## config.mk

```make
export PLATFORM = sky130hd
export DESIGN_NAME = uart_baud_prescaler
export DESIGN_NICKNAME = d
export VERILOG_FILES = /design/src/rtl/uart_baud_prescaler_pkg.sv /design/src/rtl/frac_accumulator.sv /design/src/rtl/uart_baud_prescaler.sv
export SDC_FILE = /design/constraint.sdc
export NUM_CORES = 1
export LEC_CHECK = 0
export CAP_MARGIN = 20
export CELL_PAD_IN_SITES_DETAIL_PLACEMENT = 0
export CELL_PAD_IN_SITES_GLOBAL_PLACEMENT = 1
export CORE_MARGIN = 4
export CORE_UTILIZATION = 35
export CTS_BUF_LIST = sky130_fd_sc_hd__clkbuf_8 sky130_fd_sc_hd__clkbuf_16
export DETAILED_ROUTE_END_ITERATION = 16
export GPL_TIMING_DRIVEN = 0
export PLACE_DENSITY = 0.62
export SLEW_MARGIN = 20
export SYNTH_ARGS = -nofsm -noshare
export SYNTH_HDL_FRONTEND = slang
export SYNTH_SLANG_ARGS = --single-unit
```

## constraint.sdc

```tcl
create_clock -name fast_clock -period 12.7 [get_ports fast_clock]
set_input_delay 1.905 -clock fast_clock [delete_from_list [all_inputs] [get_ports fast_clock]]
set_output_delay 1.905 -clock fast_clock [all_outputs]
set_load 0.1 [all_outputs]
```

## src/rtl/uart_baud_prescaler_pkg.sv

```systemverilog
// Shared UART timing constants: 50 MHz system clock, 115200 baud, 16x oversampling.
// The receiver's mid-bit sampler imports the same OVERSAMPLE_C.
package uart_baud_prescaler_pkg;

  localparam int OVERSAMPLE_C      = 16;
  localparam int DEFAULT_DIVISOR_C = 27;
  localparam int DEFAULT_FRAC_C    = 2;

endpackage

```

## src/rtl/frac_accumulator.sv

```systemverilog
// Fractional phase accumulator; carry_out reports whether the current step
// overflows, so the caller can lengthen the period it is about to start.
module frac_accumulator #(
  parameter int FRAC_WIDTH = 4
) (
  input  logic                  fast_clock,
  input  logic                  rst,
  input  logic                  step,
  input  logic [FRAC_WIDTH-1:0] frac_in,
  output logic                  carry_out
);

  logic [FRAC_WIDTH-1:0] acc_q;
  logic [FRAC_WIDTH:0]   sum;

  assign sum       = {1'b0, acc_q} + {1'b0, frac_in};
  assign carry_out = sum[FRAC_WIDTH];

  always_ff @(posedge fast_clock) begin
    if (rst)       acc_q <= '0;
    else if (step) acc_q <= sum[FRAC_WIDTH-1:0];
  end

endmodule

```

## src/rtl/uart_baud_prescaler.sv

```systemverilog
// Programmable baud generator: os_tick every divisor(+frac) cycles, baud_tick
// once per OVERSAMPLE os_ticks, and a 50 % duty baud-rate square wave.
module uart_baud_prescaler
  import uart_baud_prescaler_pkg::*;
#(
  parameter int DIV_WIDTH       = 16,
  parameter int FRAC_WIDTH      = 4,
  parameter int OVERSAMPLE      = OVERSAMPLE_C,
  parameter int DEFAULT_DIVISOR = DEFAULT_DIVISOR_C,
  parameter int DEFAULT_FRAC    = DEFAULT_FRAC_C
) (
  input  logic                  fast_clock,
  input  logic                  rst,
  input  logic                  enable,
  input  logic                  load,
  input  logic [DIV_WIDTH-1:0]  divisor,
  input  logic [FRAC_WIDTH-1:0] frac,
  output logic                  os_tick,
  output logic                  baud_tick,
  output logic                  slow_clock,
  output logic                  pending
);

  localparam int CW  = DIV_WIDTH + 1;
  localparam int OSW = (OVERSAMPLE > 2) ? $clog2(OVERSAMPLE) : 1;

  localparam logic [OSW-1:0]        OS_LAST  = OSW'(OVERSAMPLE - 1);
  localparam logic [OSW-1:0]        OS_HALF  = OSW'(OVERSAMPLE / 2);
  localparam logic [DIV_WIDTH-1:0]  DEF_DIV  = DIV_WIDTH'(DEFAULT_DIVISOR);
  localparam logic [FRAC_WIDTH-1:0] DEF_FRAC = FRAC_WIDTH'(DEFAULT_FRAC);
  localparam logic [CW-1:0]         CNT_RST  = CW'(DEFAULT_DIVISOR - 1);

  logic [CW-1:0]         cnt_q, cnt_d;
  logic [OSW-1:0]        os_cnt_q, os_cnt_d;
  logic [DIV_WIDTH-1:0]  act_div_q, act_div_d, pend_div_q, pend_div_d;
  logic [FRAC_WIDTH-1:0] act_frac_q, act_frac_d, pend_frac_q, pend_frac_d;
  logic                  pending_q, pending_d;
  logic                  os_tick_q, baud_tick_q, slow_q;

  logic                  tick;
  logic                  carry;
  logic                  os_last;
  logic [DIV_WIDTH-1:0]  ld_div;

  assign tick    = enable && (cnt_q == '0);
  assign os_last = (os_cnt_q == OS_LAST);
  // A zero divisor would stall the counter; treat it as the fastest rate.
  assign ld_div  = (divisor == '0) ? DIV_WIDTH'(1) : divisor;

  frac_accumulator #(.FRAC_WIDTH(FRAC_WIDTH)) u_frac (
    .fast_clock (fast_clock),
    .rst        (rst),
    .step       (tick),
    .frac_in    (act_frac_d),
    .carry_out  (carry)
  );

  always_comb begin
    act_div_d   = act_div_q;
    act_frac_d  = act_frac_q;
    pend_div_d  = pend_div_q;
    pend_frac_d = pend_frac_q;
    pending_d   = pending_q;
    cnt_d       = cnt_q;
    os_cnt_d    = os_cnt_q;

    // Pending values are promoted at the tick so the period being started
    // (and its fractional carry) already uses the new divisor.
    if (tick && pending_q) begin
      act_div_d  = pend_div_q;
      act_frac_d = pend_frac_q;
      pending_d  = 1'b0;
    end

    if (tick) begin
      cnt_d    = CW'(act_div_d) - CW'(1) + CW'(carry);
      os_cnt_d = os_last ? '0 : os_cnt_q + OSW'(1);
    end else if (enable) begin
      cnt_d = cnt_q - CW'(1);
    end

    // A load coinciding with a tick lands in pending for the following tick.
    if (load) begin
      pend_div_d  = ld_div;
      pend_frac_d = frac;
      pending_d   = 1'b1;
    end
  end

  always_ff @(posedge fast_clock) begin
    if (rst) begin
      cnt_q       <= CNT_RST;
      os_cnt_q    <= '0;
      act_div_q   <= DEF_DIV;
      act_frac_q  <= DEF_FRAC;
      pend_div_q  <= DEF_DIV;
      pend_frac_q <= DEF_FRAC;
      pending_q   <= 1'b0;
      os_tick_q   <= 1'b0;
      baud_tick_q <= 1'b0;
      slow_q      <= 1'b1;
    end else begin
      cnt_q       <= cnt_d;
      os_cnt_q    <= os_cnt_d;
      act_div_q   <= act_div_d;
      act_frac_q  <= act_frac_d;
      pend_div_q  <= pend_div_d;
      pend_frac_q <= pend_frac_d;
      pending_q   <= pending_d;
      os_tick_q   <= tick;
      baud_tick_q <= tick && os_last;
      slow_q      <= (os_cnt_q < OS_HALF);
    end
  end

  assign os_tick    = os_tick_q;
  assign baud_tick  = baud_tick_q;
  assign slow_clock = slow_q;
  assign pending    = pending_q;

endmodule

```

==> results of run 1 <==
-- placed cells by master, fill, tap and decap left out, types with 6 or more instances in the layout --
cell and count:
nor4_1 11, clkbuf_8 9, mux2i_1 33, xor2_1 9
xnor2_1 15, nand2_1 64, dfxtp_1 69, o21ai_0 10
or3_1 7, o22ai_1 6, nand3_1 14, clkdlybuf4s50_1 26
a21oi_1 35, ha_1 9, nor3_1 18, clkbuf_1 19
inv_1 8, nor2_1 39
-- per-layer routing --
metal | wire [µm] | up-vias | GRT usage [%]
li1 | - | 1679 | -
met1 | 5223 | 1632 | 23.79
met2 | 5013 | 69 | 28.80
met3 | 336 | 20 | 2.620
met4 | 315 | 0 | 9.002
met5 | 0 | - | 0
-- power breakdown --
| part | internal (µW) | switching (µW) |
|---|---|---|
| Clock | 66.3 | 83.0 |
| Combinational | 18.0 | 24.2 |
| Sequential | 221 | 5.85 |
| Total | 306 | 113 |
-- registers in the layout, summed over array words and instances, names as in the netlist --
name	flops
cnt_q	17
act_div_q	16
pend_div_q	16
act_frac_q	4
os_cnt_q	4
pend_frac_q	4
u_frac.acc_q	4
baud_tick	1
os_tick	1
pending	1
slow_clock	1
-- layout make-up --
| type | count | share of cell area [%] |
|---|---|---|
| inverter | 6 | 0.5239 |
| multi-input combinational | 345 | 51.51 |
| timing repair buffer | 26 | 6.054 |
| tap | 136 | 3.958 |
| sequential | 69 | 32.13 |
| clock inverter | 5 | 0.5239 |
| buffer | 25 | 2.416 |
| clock buffer | 9 | 2.881 |
-- how the worst max path moves through the flow --
stage                            to  slack [ns]
after floorplan           cnt_q[14]        6.90
after global placement    cnt_q[14]        5.33
after detailed placement  cnt_q[14]        5.41
after CTS                 cnt_q[14]        5.72
after global routing      cnt_q[14]        5.29
final                     cnt_q[14]        5.66
-- stage by stage --
stage | area [µm²] | std cells | power, µW | hold slack (ns) | worst slack (ns)
after floorplan | 3716 | 445 | 255.8 | 0.3879 | 6.897
after global placement | 4146 | 607 | 274.4 | 0.4284 | 5.327
after detailed placement | 4146 | 607 | 274.7 | 0.4288 | 5.411
after CTS | 4293 | 621 | 423.4 | 0.4459 | 5.718
after global routing | 4299 | 621 | 438.6 | 0.4798 | 5.290
final | 4299 | 621 | 418.6 | 0.4522 | 5.664
-- cells by family (layout without fill, tap and decap cells) --
family	Yosys count	count (layout)	share of synthesized area [%]
AND/OR/NAND/NOR	191	191	25.93
AO/OA/AOI/OAI	82	82	13.77
flip-flops	69	69	37.17
multiplexers	38	38	10.50
buffers and inverters	31	71	3.401
XOR/XNOR	24	24	5.657
adder cells (fa/ha/maj)	10	10	3.569
-- Yosys cell counts (3+ instances only) --
cell type / instances / area, µm²
a21oi_1: 35 / 175.2
mux2i_1: 33 / 330.3
nand2b_1: 5 / 31.28
inv_1: 6 / 22.52
xor2_1: 9 / 78.83
ha_1: 9 / 112.6
nor4b_1: 5 / 43.79
a21boi_0: 3 / 22.52
nor4_1: 11 / 68.82
clkbuf_1: 19 / 71.32
a211oi_1: 5 / 37.54
nand2_1: 64 / 240.2
or4_1: 5 / 37.54
dfxtp_1: 69 / 1381
nand4b_1: 3 / 26.28
o31ai_1: 3 / 22.52
nand3_1: 14 / 70.07
or3_1: 7 / 43.79
nor2_1: 39 / 146.4
mux2_2: 4 / 45.04
o22ai_1: 6 / 37.54
a21o_1: 4 / 30.03
xnor2_1: 15 / 131.4
a31oi_1: 3 / 18.77
or2_2: 3 / 18.77
nor3_1: 18 / 90.09
and2_1: 3 / 18.77
o21ai_0: 10 / 50.05
buf_1: 3 / 11.26
==> impl_results.md, run 1 <==
* Post-route ant nets at 0
* CP dominant cell by count: ha_1
* Seq cells post-synth at 69
* CP endpoint kind: flip-flop
* YS warnings at 0
* Hold path startpoint: os_cnt_q[3]
* Async SR Flop Fraction at 0%
* Area Overhead vs Synth at 15.69%
* Via count at 3400
* Worst-path clk slew at 0.07 ns
* Final period util at 55.40%
* Crit path arrival time at 7.26 ns
* Syn_nets at ~480
* Worst-Margin Slew at 0.9625 ns
* Clock root buffer: clkbuf_8
* Fin util at 41.64%
* Postcts setup bufs at 0
* Critical Path, Cell by Cell: clkdlybuf4s50_1 > nor4b_1 > nand2_1 > or3_1 > buf_2 > mux2_2 > ha_1 > fa_1 > a21o_1 > a21oi_1 > ha_1 > ha_1 > or3b_2 > clkbuf_1 > nor4_1 > mux2i_1 > nor4b_1 > nor3_1
* Fraction of layout cells with a size suffix above 1 at approximately 7%
* CTS tree: yes
* CTS Buf Count at 9
* Leakage at 0.001576 µW
* Hpwl dp at 8.094 mm
* Mean area per synthesized cell at between 8 and 9 µm²
* Worst vdd ir at between 0.04 and 0.05 mV
* Inserted Diodes at 0
* Fill cells at 1065
* Cell row count at 37
* Vias per inst at 5.475
* I/O pin cnt at 28
* Ys flop type: dfxtp_1
* CP startpoint: enable
* Worst clock skew at 0.007006 ns
* CP max stage cell: clkdlybuf4s50_1
* IO Port Bufs at 26
* Initial core utilization at roughly 36%
* Hold buffers post-CTS at 0
* RSZ-0062 raised after global routing: false
* Delay-heaviest family, CP: simple AND/OR/NAND/NOR gates
* Max-slew headroom at between 30% and 40%
* Critical Path RT at 12.92 ns
* Iteration-0 DRC Markers at 168
* Fin. max-slew vios at 0
* CP Class: input port to flip-flop
* Sum of buffers and inverters on the critical path at 3
* Number of synthesized flops with an enable pin at 0
* Die W at around 110 µm
* CP Launch Type: input port
* Total gr overflow at 0
* Post-route minimum period at 7.036 ns
* Power per Cell Area at 97.37 nW/µm²
* CTS H-Tree Depth at 3
* Gp weighted congestion at between 0.8 and 0.9
* Outcome: completed
* Total iterations of the first detailed-routing run at 4
* CTS Sinks at 69
* Global Route Usage Sum at 18.05%
* Die height at 111.0 µm
* Core ar. at 10320 µm²
* Max-capacitance violation count at 0
* Max Fclk at around 140 MHz
* DRC viols at 0
* Setup TNS at 0 ns
* Syn Inst Count at between 400 and 500
* Sequential area share after synthesis at between 30% and 40%
* Footprint of the multi-input gates at 2215 µm²
* Vias in the first global route at ~3300
* First-pass GRT wire length at 17.54 mm
* Largest net degree at the start of global routing at 11
* Reg2reg path depth at 17
* DR WL/cell at 17.53 µm
* Hold Vio Cnt, Final at 0
* Reg2reg start: cnt_q[4]
* Worst Hold Endpoint: slow_clock
* Clock Tree Buf Depth at 2
* Synth Cell Area at 3716 µm²
* Worst path depth at 18
* FF+latch area at 1381 µm²
* Hold Crit Class: flip-flop to flip-flop
* Die area at 12330 µm²
* Worst path max stage delay at 0.59 ns
* Hold path depth at 1
* Post-CTS Resized at 0
* Routed WL at 10.89 mm
* Netlist cell types at 54
* Reg2reg setup slack at 7.11 ns
* FF-to-FF End: cnt_q[14]
* Final Net Count at 516
* Final setup viols at 0
* Skew-Pair Late Insertion Delay at 0.35 ns
* Initial antenna violation count at 0
* Max Fanout on Critical Path at 6
Power figures use the tool's default switching activity.
==> inputs of run 2 (changes only) <==
Clock period 12.7 ns to 6.7 ns, I/O delays scaled along.
==> results of run 2 <==
The final DEF is identical to that of run 1. Status: completed.
Main changes from that run: setup slack after placement 5.411 ns -> 0.3114 ns; setup slack after layout 5.664 ns -> 0.5644 ns; register-to-register setup slack 7.11 ns -> 1.11 ns; total power 418.6 µW -> 793.5 µW; worst IR drop on VDD 0.04945 mV -> 0.09374 mV
==> inputs of run 3 (changes only) <==
Settings changed: CTS_BUF_LIST sky130_fd_sc_hd__clkbuf_8 sky130_fd_sc_hd__clkbuf_16 to sky130_fd_sc_hd__clkbuf_4 sky130_fd_sc_hd__clkbuf_8.
==> run 3 against run 2 <==
Die area is the same. Combinational power is essentially flat. Sequential share of layout area shrank 0.056 points. Core utilization grew 0.073 points. Clock-buffer cell count grew 2. Non-clock buffer count is the same. Worst setup slack lost 0.0076 ns. Clock power grew 4%. Critical path depth is the same. First-iteration DRC count shrank 10%. Sequential cell count is the same. Cell count is the same. Critical path type unchanged. Critical endpoint unchanged. Largest cell class unchanged. Highest routed layer unchanged.
==> impl_results.md, run 3 (same netlist as run 1, synthesis figures left out) <==
* Fin. max-slew vios at 0
* Vias per inst at 5.457
* Commonest non-fill, non-tap cell in the layout: dfxtp_1
* Max Fclk at 162.8 MHz
* Max-slew headroom at 35.63%
* Delay-heaviest family, CP: simple AND/OR/NAND/NOR gates
* Max reg flops at 17
* Leakage at 0.001574 µW
* Hold Crit Class: flip-flop to flip-flop
* CTS H-Tree Depth at 3
* Critical Path, Cell by Cell: clkdlybuf4s50_1 > nor4b_1 > nand2_1 > or3_1 > buf_2 > mux2_2 > ha_1 > fa_1 > a21o_1 > a21oi_1 > ha_1 > ha_1 > or3b_2 > clkbuf_1 > nor4_1 > mux2i_1 > nor4b_1 > nor3_1
* Global Route Usage Sum at between 10% and 20%
* Die height at 111.0 µm
* Total gr overflow at 0
* Hold Worst Slack at 0.4415 ns
* Vias in the first global route at between 3000 and 4000
* First-pass GRT wire length at around 18 mm
* Via count at between 3000 and 4000
* Max Fanout on Critical Path at 6
* Post-route ant nets at 0
* CP Launch Type: input port
* Inserted Diodes at 0
* CP dominant cell by count: ha_1
* Setup TNS at 0 ns
* Worst vdd ir at 0.09373 mV
* Most flop-heavy register: cnt_q
* Die area at 12330 µm²
* CTS Buf Count at 9
* I/O pin cnt at 28
* Critical Path RT at 6.92 ns
* Worst clock skew at 0.006203 ns
* CTS tree: yes
* Reg2reg setup slack at 1.09 ns
* DRC viols at 0
* Power per Cell Area at 186.8 nW/µm²
* Layout Cells excl Fill at 621
* Final setup viols at 0
* Core ar. at 10320 µm²
* Hold buffers post-CTS at 0
* CP Class: input port to flip-flop
* Crit path arrival time at 6.37 ns
* Most frequent cells in the layout: 69 x dfxtp_1, 64 x nand2_1, 39 x nor2_1, 35 x a21oi_1, 33 x mux2i_1
* Die W at about 110 µm
* Regs by FF count: cnt_q: 17 flops, act_div_q: 16 flops, pend_div_q: 16 flops
* Outcome: completed
* CTS Sinks at between 60 and 70
* CP endpoint kind: flip-flop
* DR WL/cell at 17.47 µm
* IO Port Bufs at 26
* RSZ-0062 raised after global routing: false
* Clock Tree Buf Depth at 2
* Dpl cells at 607
* Max-capacitance violation count at 0
* Sum of buffers and inverters on the critical path at 3
* Clock root buffer: clkbuf_8
* Final Net Count at roughly 520
* Gp weighted congestion at 0.8626
* Final period util at 91.69%
* Postcts setup bufs at 0
* Fraction of layout cells with a size suffix above 1 at between 7 and 8%
* Fin util at approximately two fifths
* Iteration-0 DRC Markers at 151
* Post-CTS Resized at 0
* Routed WL at 10.85 mm
* Largest net degree at the start of global routing at 11
* Total iterations of the first detailed-routing run at 4
* Worst-path clk slew at 0.07 ns
* Initial antenna violation count at 0
* Post-route minimum period at between 6 and 7 ns
* Worst path max stage delay at 0.58 ns
* Hpwl dp at 8.094 mm
* Placed Area at 4146 µm²
* Fin area at ~4300 µm²
* Area Overhead vs Synth at 15.89%
* Skew-Pair Late Insertion Delay at 0.36 ns
* Initial core utilization at 36.00%
* CP max stage cell: clkdlybuf4s50_1
* Cell row count at 37
* Hold Vio Cnt, Final at 0
* Worst-Margin Slew at 0.9625 ns
## run 3: per-layer routing
metal  part of all wire (%)  global-route usage [%]
met4                    3.1                   9.002
met5                      0                       0
met2                     46                   28.72
met1                     47                   23.79
met3                    3.8                   2.620
## run 3: final cells by class
| class | instances | area [µm²] |
|---|---|---|
| well taps | 136 | 170.2 |
| inverters | 6 | 22.52 |
| clock inverters | 3 | 15.01 |
| repair buffers | 26 | 260.3 |
| flip-flops and latches | 69 | 1381 |
| plain buffers | 25 | 103.9 |
| clock buffers | 11 | 138.9 |
| multi-input cells | 345 | 2215 |
| fillers | 1064 | 6017 |
## run 3: worst paths after layout
path                                   from          to  cells past startpoint
worst min register to register  os_cnt_q[3]  slow_clock                      1
worst max register to register     cnt_q[4]   cnt_q[14]                     17
worst min-delay path            os_cnt_q[3]  slow_clock                      1
worst max-delay path                 enable   cnt_q[14]                     18
## run 3: metrics by stage
step | total power [µW] | worst slack (ns)
after CTS | 812.4 | 0.6183
after detailed placement | 520.8 | 0.3114
after global routing | 842.5 | 0.1904
after floorplan | 484.8 | 1.797
final | 804.5 | 0.5568
after global placement | 520.2 | 0.2273
## run 3: power by group
| group | internal, µW | leakage, µW | total (µW) | switching, µW |
|---|---|---|---|---|
| Sequential | 419 | 0.000561 | 431 | 11.1 |
| Clock | 137 | 0.0000856 | 294 | 157 |
| Combinational | 34.2 | 0.000927 | 80.2 | 46.0 |
## run 3: worst register-to-register path: stages, from the launching register on
cell and delay (ns):
dfxtp_1 0.38, or4_4 0.59, or3_4 0.42, or3_1 0.38, buf_2 0.17, mux2_2 0.29, ha_1 0.21, fa_1 0.41
a21o_1 0.20, a21oi_1 0.20, ha_1 0.27, ha_1 0.24, or3b_2 0.45, clkbuf_1 0.19, nor4_1 0.31, mux2i_1 0.14
nor4b_1 0.54, nor3_1 0.08
